**src/rtl/fifo_21_pkg.sv**
```systemverilog
// rtl/fifo_21_pkg.sv - shared constants and word layout for the ADC-to-dispatch FIFO
package fifo_21_pkg;

  localparam int FIFO21_W_SRC  = 5;
  localparam int FIFO21_W_DATA = 18;
  localparam int FIFO21_WIDTH  = FIFO21_W_SRC + FIFO21_W_DATA;
  localparam int FIFO21_DEPTH  = 16;

  typedef struct packed {
    logic [FIFO21_W_SRC-1:0]  src;
    logic [FIFO21_W_DATA-1:0] data;
  } fifo21_word_t;

endpackage

```
**src/rtl/sync_fifo_21_if.sv**
```systemverilog
// rtl/sync_fifo_21_if.sv - push/pop handshake bundle between producer/consumer and the FIFO
interface sync_fifo_21_if
  import fifo_21_pkg::*;
#(
  parameter int WIDTH = FIFO21_WIDTH
);

  logic [WIDTH-1:0] din;
  logic             wr_en;
  logic             rd_en;
  logic [WIDTH-1:0] dout;
  logic             valid;
  logic             full;

  modport master (
    output din, wr_en, rd_en,
    input  dout, valid, full
  );

  modport slave (
    input  din, wr_en, rd_en,
    output dout, valid, full
  );

endinterface

```
**src/rtl/fifo_21_ram.sv**
```systemverilog
// rtl/fifo_21_ram.sv - simple dual-port storage, synchronous write, asynchronous read
module fifo_21_ram #(
  parameter int WIDTH = 23,
  parameter int DEPTH = 16,
  localparam int AW   = $clog2(DEPTH)
) (
  input  logic             clk,
  input  logic             we,
  input  logic [AW-1:0]    waddr,
  input  logic [WIDTH-1:0] wdata,
  input  logic [AW-1:0]    raddr,
  output logic [WIDTH-1:0] rdata
);

  logic [WIDTH-1:0] mem [DEPTH];

  // contents are deliberately not reset; occupancy tracking makes stale words invisible
  always_ff @(posedge clk) begin
    if (we) begin
      mem[waddr] <= wdata;
    end
  end

  assign rdata = mem[raddr];

endmodule

```
**src/rtl/sync_fifo_21.sv**
```systemverilog
// rtl/sync_fifo_21.sv - FWFT single-clock FIFO; SYNC_FIFO_21_COUNT_EN exposes data_count
module sync_fifo_21
  import fifo_21_pkg::*;
#(
  parameter int WIDTH = FIFO21_WIDTH,
  parameter int DEPTH = FIFO21_DEPTH,
  localparam int AW   = $clog2(DEPTH)
) (
  input  logic               clk,
  input  logic               rst,
  sync_fifo_21_if.slave      fifo
`ifdef SYNC_FIFO_21_COUNT_EN
  ,
  output logic [AW:0]        data_count
`endif
);

  localparam logic [AW:0] FULL_CNT = (AW+1)'(DEPTH);

  logic [AW-1:0]    wr_ptr;
  logic [AW-1:0]    rd_ptr;
  logic [AW:0]      count;
  logic             do_push;
  logic             do_pop;
  logic [WIDTH-1:0] rdata;

  // a pop frees a slot on the same edge, so a full FIFO still accepts a write alongside a read
  assign do_pop  = fifo.rd_en & (count != '0);
  assign do_push = fifo.wr_en & ((count != FULL_CNT) | do_pop);

  always_ff @(posedge clk or negedge rst) begin
    if (!rst) begin
      wr_ptr <= '0;
      rd_ptr <= '0;
      count  <= '0;
    end else begin
      if (do_push) begin
        wr_ptr <= wr_ptr + 1'b1;
      end
      if (do_pop) begin
        rd_ptr <= rd_ptr + 1'b1;
      end
      case ({do_push, do_pop})
        2'b10:   count <= count + 1'b1;
        2'b01:   count <= count - 1'b1;
        default: count <= count;
      endcase
    end
  end

  fifo_21_ram #(
    .WIDTH (WIDTH),
    .DEPTH (DEPTH)
  ) u_ram (
    .clk   (clk),
    .we    (do_push),
    .waddr (wr_ptr),
    .wdata (fifo.din),
    .raddr (rd_ptr),
    .rdata (rdata)
  );

  assign fifo.valid = (count != '0);
  assign fifo.full  = (count == FULL_CNT);
  assign fifo.dout  = fifo.valid ? rdata : '0;

`ifdef SYNC_FIFO_21_COUNT_EN
  assign data_count = count;
`endif

endmodule

```
**src/flat_wrapper.sv**
```systemverilog
// flat-port wrapper written by rule: the top's interface ports become plain ports
module sync_fifo_21_flat import fifo_21_pkg::*;
#(
  parameter int WIDTH = FIFO21_WIDTH,
  parameter int DEPTH = FIFO21_DEPTH,
  localparam int AW   = $clog2(DEPTH)
)
  (clk, rst, fifo_din, fifo_wr_en, fifo_rd_en, fifo_dout, fifo_valid, fifo_full);
  sync_fifo_21_if #(.WIDTH(WIDTH)) fifo_i ();
  input  logic clk;
  input  logic rst;
  input wire logic [$bits(fifo_i.din)-1:0] fifo_din;
  input wire logic [$bits(fifo_i.wr_en)-1:0] fifo_wr_en;
  input wire logic [$bits(fifo_i.rd_en)-1:0] fifo_rd_en;
  output wire logic [$bits(fifo_i.dout)-1:0] fifo_dout;
  output wire logic [$bits(fifo_i.valid)-1:0] fifo_valid;
  output wire logic [$bits(fifo_i.full)-1:0] fifo_full;
  assign fifo_i.din = fifo_din;
  assign fifo_i.wr_en = fifo_wr_en;
  assign fifo_i.rd_en = fifo_rd_en;
  assign fifo_dout = fifo_i.dout;
  assign fifo_valid = fifo_i.valid;
  assign fifo_full = fifo_i.full;
  sync_fifo_21 #(.WIDTH(WIDTH), .DEPTH(DEPTH)) u_core (.clk(clk), .rst(rst), .fifo(fifo_i));
endmodule
```
**config.mk**
```make
export PLATFORM = sky130hd
export DESIGN_NAME = sync_fifo_21_flat
export DESIGN_NICKNAME = d
export VERILOG_FILES = /design/src/rtl/fifo_21_pkg.sv /design/src/rtl/sync_fifo_21_if.sv /design/src/rtl/fifo_21_ram.sv /design/src/rtl/sync_fifo_21.sv /design/src/flat_wrapper.sv
export SDC_FILE = /design/constraint.sdc
export NUM_CORES = 1
export LEC_CHECK = 0
export BUFFER_PORTS_ARGS = -buffer_cell sky130_fd_sc_hd__buf_2
export CAP_MARGIN = 25
export CORE_MARGIN = 5
export CORE_UTILIZATION = 65
export CTS_CLUSTER_SIZE = 25
export DETAILED_ROUTE_END_ITERATION = 10
export HOLD_SLACK_MARGIN = 0.06
export PLACE_DENSITY = 0.83
export SLEW_MARGIN = 15
export SYNTH_ARGS = -nofsm -noshare
export SYNTH_HDL_FRONTEND = slang
export SYNTH_SLANG_ARGS = --single-unit
```
**constraint.sdc**
```tcl
create_clock -name clk -period 8.3 [get_ports clk]
set_clock_uncertainty 0.2 [all_clocks]
set_input_delay 0 -clock clk [delete_from_list [all_inputs] [get_ports clk]]
set_output_delay 0 -clock clk [all_outputs]
set_load 0.005 [all_outputs]
```
Word level (Yosys, flattened, before mapping) --
Memory sizes are Yosys's and may differ from the RTL's. Cells that the tools add are included.
Word-level totals: register bits after elaboration 13, RAM bits 368, input port bits 27, output and inout bits 25, logic and storage cells 21, memories kept 1
Memory list:
- u_core.u_ram.mem | depth 16, bits a word 23, read ports 1, clocked after memory_dff 0, wr ports 1, RTL line fifo_21_ram.sv:15 | logic [WIDTH-1:0] mem [DEPTH];
Cells by class: $add $sub $neg 4, equal/unequal tests 4, mux-type cells 4, bitwise gates (word level) 3, reductions and logical operators 2
Operators by type and width (number):
- $mux 23 | 1
- $pmux 5 s2 | 1
- $add 4x1->4 const B | 2
- $add 5x1->5 const B | 1
- $eq 5x5->1 const B | 1
- $ne 5x5->1 const B | 1
- $reduce_bool 5->1 | 1
- $sub 5x1->5 const B | 1
- $and 1x1->1 | 2
- $eq 2x1->1 const B | 1
- $eq 2x2->1 const B | 1
- $mux 1 | 2
- $reduce_bool 2->1 | 1
- $or 1x1->1 | 1

Longest topological paths before layout --
depth in word-level cells 6, mapped depth 12, depth with buffers taken out 11

Hierarchy --
A second synthesis with hierarchy kept.
Unflattened totals: cell total of the unflattened synthesis 685, area, all modules 14821.7 µm²
By module, submodules not included:
- fifo_21_ram | times used 1, cells each 585, area an instance 13848.3 µm², sequential area each 11050.6 µm²
- sync_fifo_21 | times used 1, cells each 100, area an instance 973.4 µm², sequential area each 325.3 µm²

Worst setup path before layout --
Ideal clock, no wire load.
kind register to register, start reg u_core.count[2], end mem u_core.u_ram.mem[0][0], enable pin, library setup time 0.432 ns, arrival time 2.727 ns, data required time 7.668 ns, path slack 4.941 ns, stages on the path, launching flop included 7, path buffers 2, clock period less this slack 3.359 ns, path through dfrtp_1 > clkbuf_1 > or4_4 > o31a_1 > buf_2 > nand2_1 > nor3_1
Between the ends: word-level cells in the longest chain between the ends 6, elaborated cells between the ends (all ways) 7, classes of those cells eq/ne (1); mux (2); bitwise (3); reduce/logical (1)
Ends and longest elaborated chain:
- start, declared | RTL line sync_fifo_21.sv:22 | logic [AW:0] count;
- start signal, assigned | RTL line sync_fifo_21.sv:44 | 2'b10: count <= count + 1'b1;
- start signal, assigned | RTL line sync_fifo_21.sv:45 | 2'b01: count <= count - 1'b1;
- start signal, assigned | RTL line sync_fifo_21.sv:46 | default: count <= count;
- $reduce_bool 5->1 | RTL line sync_fifo_21.sv:28 | assign do_pop = fifo.rd_en & (count != '0);
- $and 1x1->1 | RTL line sync_fifo_21.sv:28
- $or 1x1->1 * | RTL line sync_fifo_21.sv:29 | assign do_push = fifo.wr_en & ((count != FULL_CNT) | do_pop);
- $and 1x1->1 * | RTL line sync_fifo_21.sv:29
- $mux 1 * | RTL line fifo_21_ram.sv:19 | if (we) begin
- $mux 1 (not written as such) * | RTL line fifo_21_ram.sv:20 | mem[waddr] <= wdata;
- end, declared | RTL line fifo_21_ram.sv:15
Mark *: on every way between the ends. The rest lies on a longest branch, timed or not.

Final worst setup path --
start reg u_core.rd_ptr[1], end out fifo_dout[4]
Between the ends: word-level cells in the longest chain between the ends 2
Ends and longest elaborated chain:
- start, declared | RTL line sync_fifo_21.sv:21 | logic [AW-1:0] rd_ptr;
- start signal, assigned | RTL line sync_fifo_21.sv:41 | rd_ptr <= rd_ptr + 1'b1;
- $mem_v2 16x23
- $mux 23 | RTL line sync_fifo_21.sv:65 | assign fifo.dout = fifo.valid ? rdata : '0;
- end, declared | RTL line flat_wrapper.sv:15 | output wire logic [$bits(fifo_i.dout)-1:0] fifo_dout;
Every way passes these cells.

==> summary.md <==
| Metric | Value |
|---|---|
| Clk pin slew, worst setup/hold paths | `about 0.060 ns` |
| Clock net sink count | `around 380` |
| Total GRT Usage | `about a quarter` |
| Cells after Synth | `about 670` |
| Die W | `about 160 um` |
| Slew headroom | `a little under two fifths` |
| Fraction of layout cells with a size suffix above 1 | `about 33%` |
| Status | `completed` |
| CP startpoint kind | `flop` |
| Fmax achieved | `about 250 MHz` |
| H-tree levels | `2` |
| DRC violations left | `0` |
| Seq/Total Area, Yosys | `76.54%` |
| Clock buffer depth | `3` |
| Final WL | `slightly above 30000 um` |
| Fin area | `~17000 um2` |
| Wire length of the first global-routing pass | `roughly 47000 um` |
| Port-buffer cells | `51` |
| DP Wirelength | `16080 um` |
| Root Buffer | `clkbuf_16` |
| Rows | `between 50 and 60` |
| Largest net degree at the start of global routing | `between 50 and 60` |
| Top-count cell post-synth | `edfxtp_1` |
| Pwr/cell area | `between 300 and 400 nW/um2` |
| Die Area | `roughly 26000 um2` |
| Syn Nets | `~700` |
| Setup crit end kind | `output pin` |
| CTS hold repair buffers | `27` |
| Least-Margin Pin Slew | `about 0.95 ns` |
| Post-CTS Setup Inserts | `0` |
| Met3 WL | `2319 um` |
| Max-cap viol count | `0` |
| Synth top cells by count | `edfxtp_1 (368), mux4_2 (92), mux2_2 (25)` |
| GRT overflow | `0` |
| Final #Nets | `about 800` |
| Crit path cell chain | `buf_4 > mux4_2 > mux2_2 > a221o_1 > buf_2` |
| Min-delay worst type | `input port to flop` |
| RSZ-0062 raised after global routing | `no` |
| Worst-path fanout max | `a little over 50` |
| Die height | `161.2 um` |
| Post-layout min period | `between 3 and 4 ns` |
| Top FF cell, synth | `edfxtp_1` |
| Tot Pwr | `0.005792 W` |
| Area grow syn2layout | `14.23%` |
| Worst EP required | `slightly above 8 ns` |
| M1 WL | `11580 um` |
| Clock Latency Late Sink | `between 0.5 and 0.6 ns` |
| Vias/cell | `between 6 and 7` |
| DR WL/cell | `between 20 and 30 um` |
| DR vias | `~7200` |
| # IOs | `52` |
| Initial antenna violation count | `0` |
| CP bufs+invs | `2` |
| Area contributors post-synth | `edfxtp_1 (74%), mux4_2 (14%), dfrtp_1 (2.2%)` |
| Fill count | `1162` |
| DR pass1 iterations | `5` |
| Max Used Layer | `met4` |
| CP delay by family, top | `flip-flops` |
| Vias in the first global route | `between 7000 and 8000` |
| Final period util | `between 40% and 50%` |
| Synth unique cells | `38` |
| Final hold vios | `0` |
| Hold WS | `0.1491 ns` |
| Synth Warn # | `0` |
| Leak | `5.532 nW` |
| Cell taking the most area after synthesis | `edfxtp_1` |
| CP max-delay cell | `dfrtp_4` |
| Final GP Congestion | `roughly 0.79` |
| Post-cts sizing count | `0` |
| Syn_area_per_cell | `~22 um2` |
| CTS tree | `yes` |
| Largest stage delay, worst path | `0.99 ns` |
| Yosys reg bits | `381` |
| DRT iter0 DRCs | `~760` |
| Fraction of registers with async set/reset | `under 10%` |
| Post-synthesis cell area | `between 10000 and 15000 um2` |
| Crit path DAT | `between 3 and 4 ns` |
| Post-DP Area | `roughly 15000 um2` |
| Antenna viol nets, final | `0` |
| Final setup viols | `0` |
| Worst vdd ir | `roughly 0.23 mV` |
| EDFF count, synth | `about 370` |
| Final Max Slew Viols | `0` |
| Starting Density | `between 60% and 70%` |
| CP Class | `flop to output pin` |
| Post-synth top area share | `between 70% and 80%` |
| Cts bufs inserted | `37` |
| WL met2 | `about 16000 um` |
| Antenna Cells | `0` |
| Setup TNS Final | `0 ns` |
| Placeable Area | `22570 um2` |
[worst paths after layout]
kind	from	endpoint	slack (ns)	depth (start not counted)
worst min register to register	u_core.count[0]$_DFFE_PN0P_	u_core.count[0]$_DFFE_PN0P_	0.39	1
min in group asynchronous	rst	u_core.wr_ptr[1]$_DFFE_PN0P_	0.34	3
worst max register to register	u_core.count[1]$_DFFE_PN0P_	u_core.count[4]$_DFFE_PN0P_	5.07	9
worst min-delay path	fifo_rd_en	u_core.rd_ptr[2]$_DFFE_PN0P_	0.15	4
worst max-delay path	u_core.rd_ptr[1]$_DFFE_PN0P_	fifo_dout[4]	4.37	5
max in group asynchronous	rst	u_core.rd_ptr[2]$_DFFE_PN0P_	7.10	3
[layout by cell type, fill, tap and decap left out, types with 6 or more instances in the layout]
| cell | count |
|---|---|
| dlygate4sd3_1 | 27 |
| edfxtp_1 | 368 |
| nor2b_1 | 23 |
| nand2_1 | 8 |
| mux2_2 | 25 |
| buf_2 | 51 |
| clkbuf_16 | 39 |
| buf_4 | 21 |
| dfrtp_1 | 10 |
| nor2_2 | 13 |
| mux4_2 | 92 |
| inv_1 | 6 |
| xnor2_1 | 9 |
| a221o_1 | 23 |
| clkbuf_1 | 7 |
| ha_1 | 9 |
| clkinv_1 | 9 |
[report_power, final]
group          internal (W)  switching, W
logic              0.000820      0.000729
clock network      0.000985      0.000687
registers           0.00233      0.000239
total               0.00414       0.00166
[per-stage QoR]
stage / util, % / setup slack, ns / std cells
after floorplan: - / 4.941 / 666
after global placement: 68.61 / 4.971 / 986
after detailed placement: 68.63 / 4.925 / 986
after CTS: 75.21 / 4.331 / 1081
final: 75.21 / 4.371 / 1081
after global routing: 75.21 / 4.145 / 1081
[logic make-up (layout without fill, tap and decap cells)]
family | count (synthesis) | in the layout | share of synthesized area (%)
buffers and inverters | 43 | 173 | 1.557
and+or+nand+nor | 68 | 68 | 2.475
AOI/OAI and AO/OA | 36 | 36 | 2.113
xor gates and xnor gates | 11 | 11 | 0.6483
muxes | 118 | 118 | 15.90
adders and majority gates | 9 | 9 | 0.7577
DFF | 381 | 381 | 76.54
[metal layers]
| metal | vias up | global-route usage, % |
|---|---|---|
| met5 | - | 0 |
| met4 | 0 | 8.453 |
| met3 | 71 | 4.772 |
| met2 | 370 | 42.81 |
| met1 | 3794 | 32.07 |
| li1 | 2992 | - |
[flip-flops by register name (all words and copies together), names as in the netlist]
register          flops
u_core.wr_ptr         4
u_core.rd_ptr         4
u_core.count          5
u_core.u_ram.mem    368
[final cells by class]
class | instances | area, um2 | share of cell area, %
clock buffer | 46 | 1002 | 5.904
clock inverter | 22 | 214.0 | 1.260
inverter | 6 | 22.52 | 0.1327
multi-input combinational | 242 | 3311 | 19.50
sequential | 381 | 11390 | 67.08
tap | 285 | 356.6 | 2.101
timing repair buffer | 99 | 683.2 | 4.024
[worst register-to-register path, delay by kind of cell, from the launching register on]
kind	cells	cell delay, ns
adders and majority gates	2	0.66
and+or+nand+nor	2	0.84
xor gates and xnor gates	1	0.14
buffers and inverters	1	0.12
DFF	1	0.48
AOI/OAI and AO/OA	3	0.71
Power figures use the tool's default switching activity.
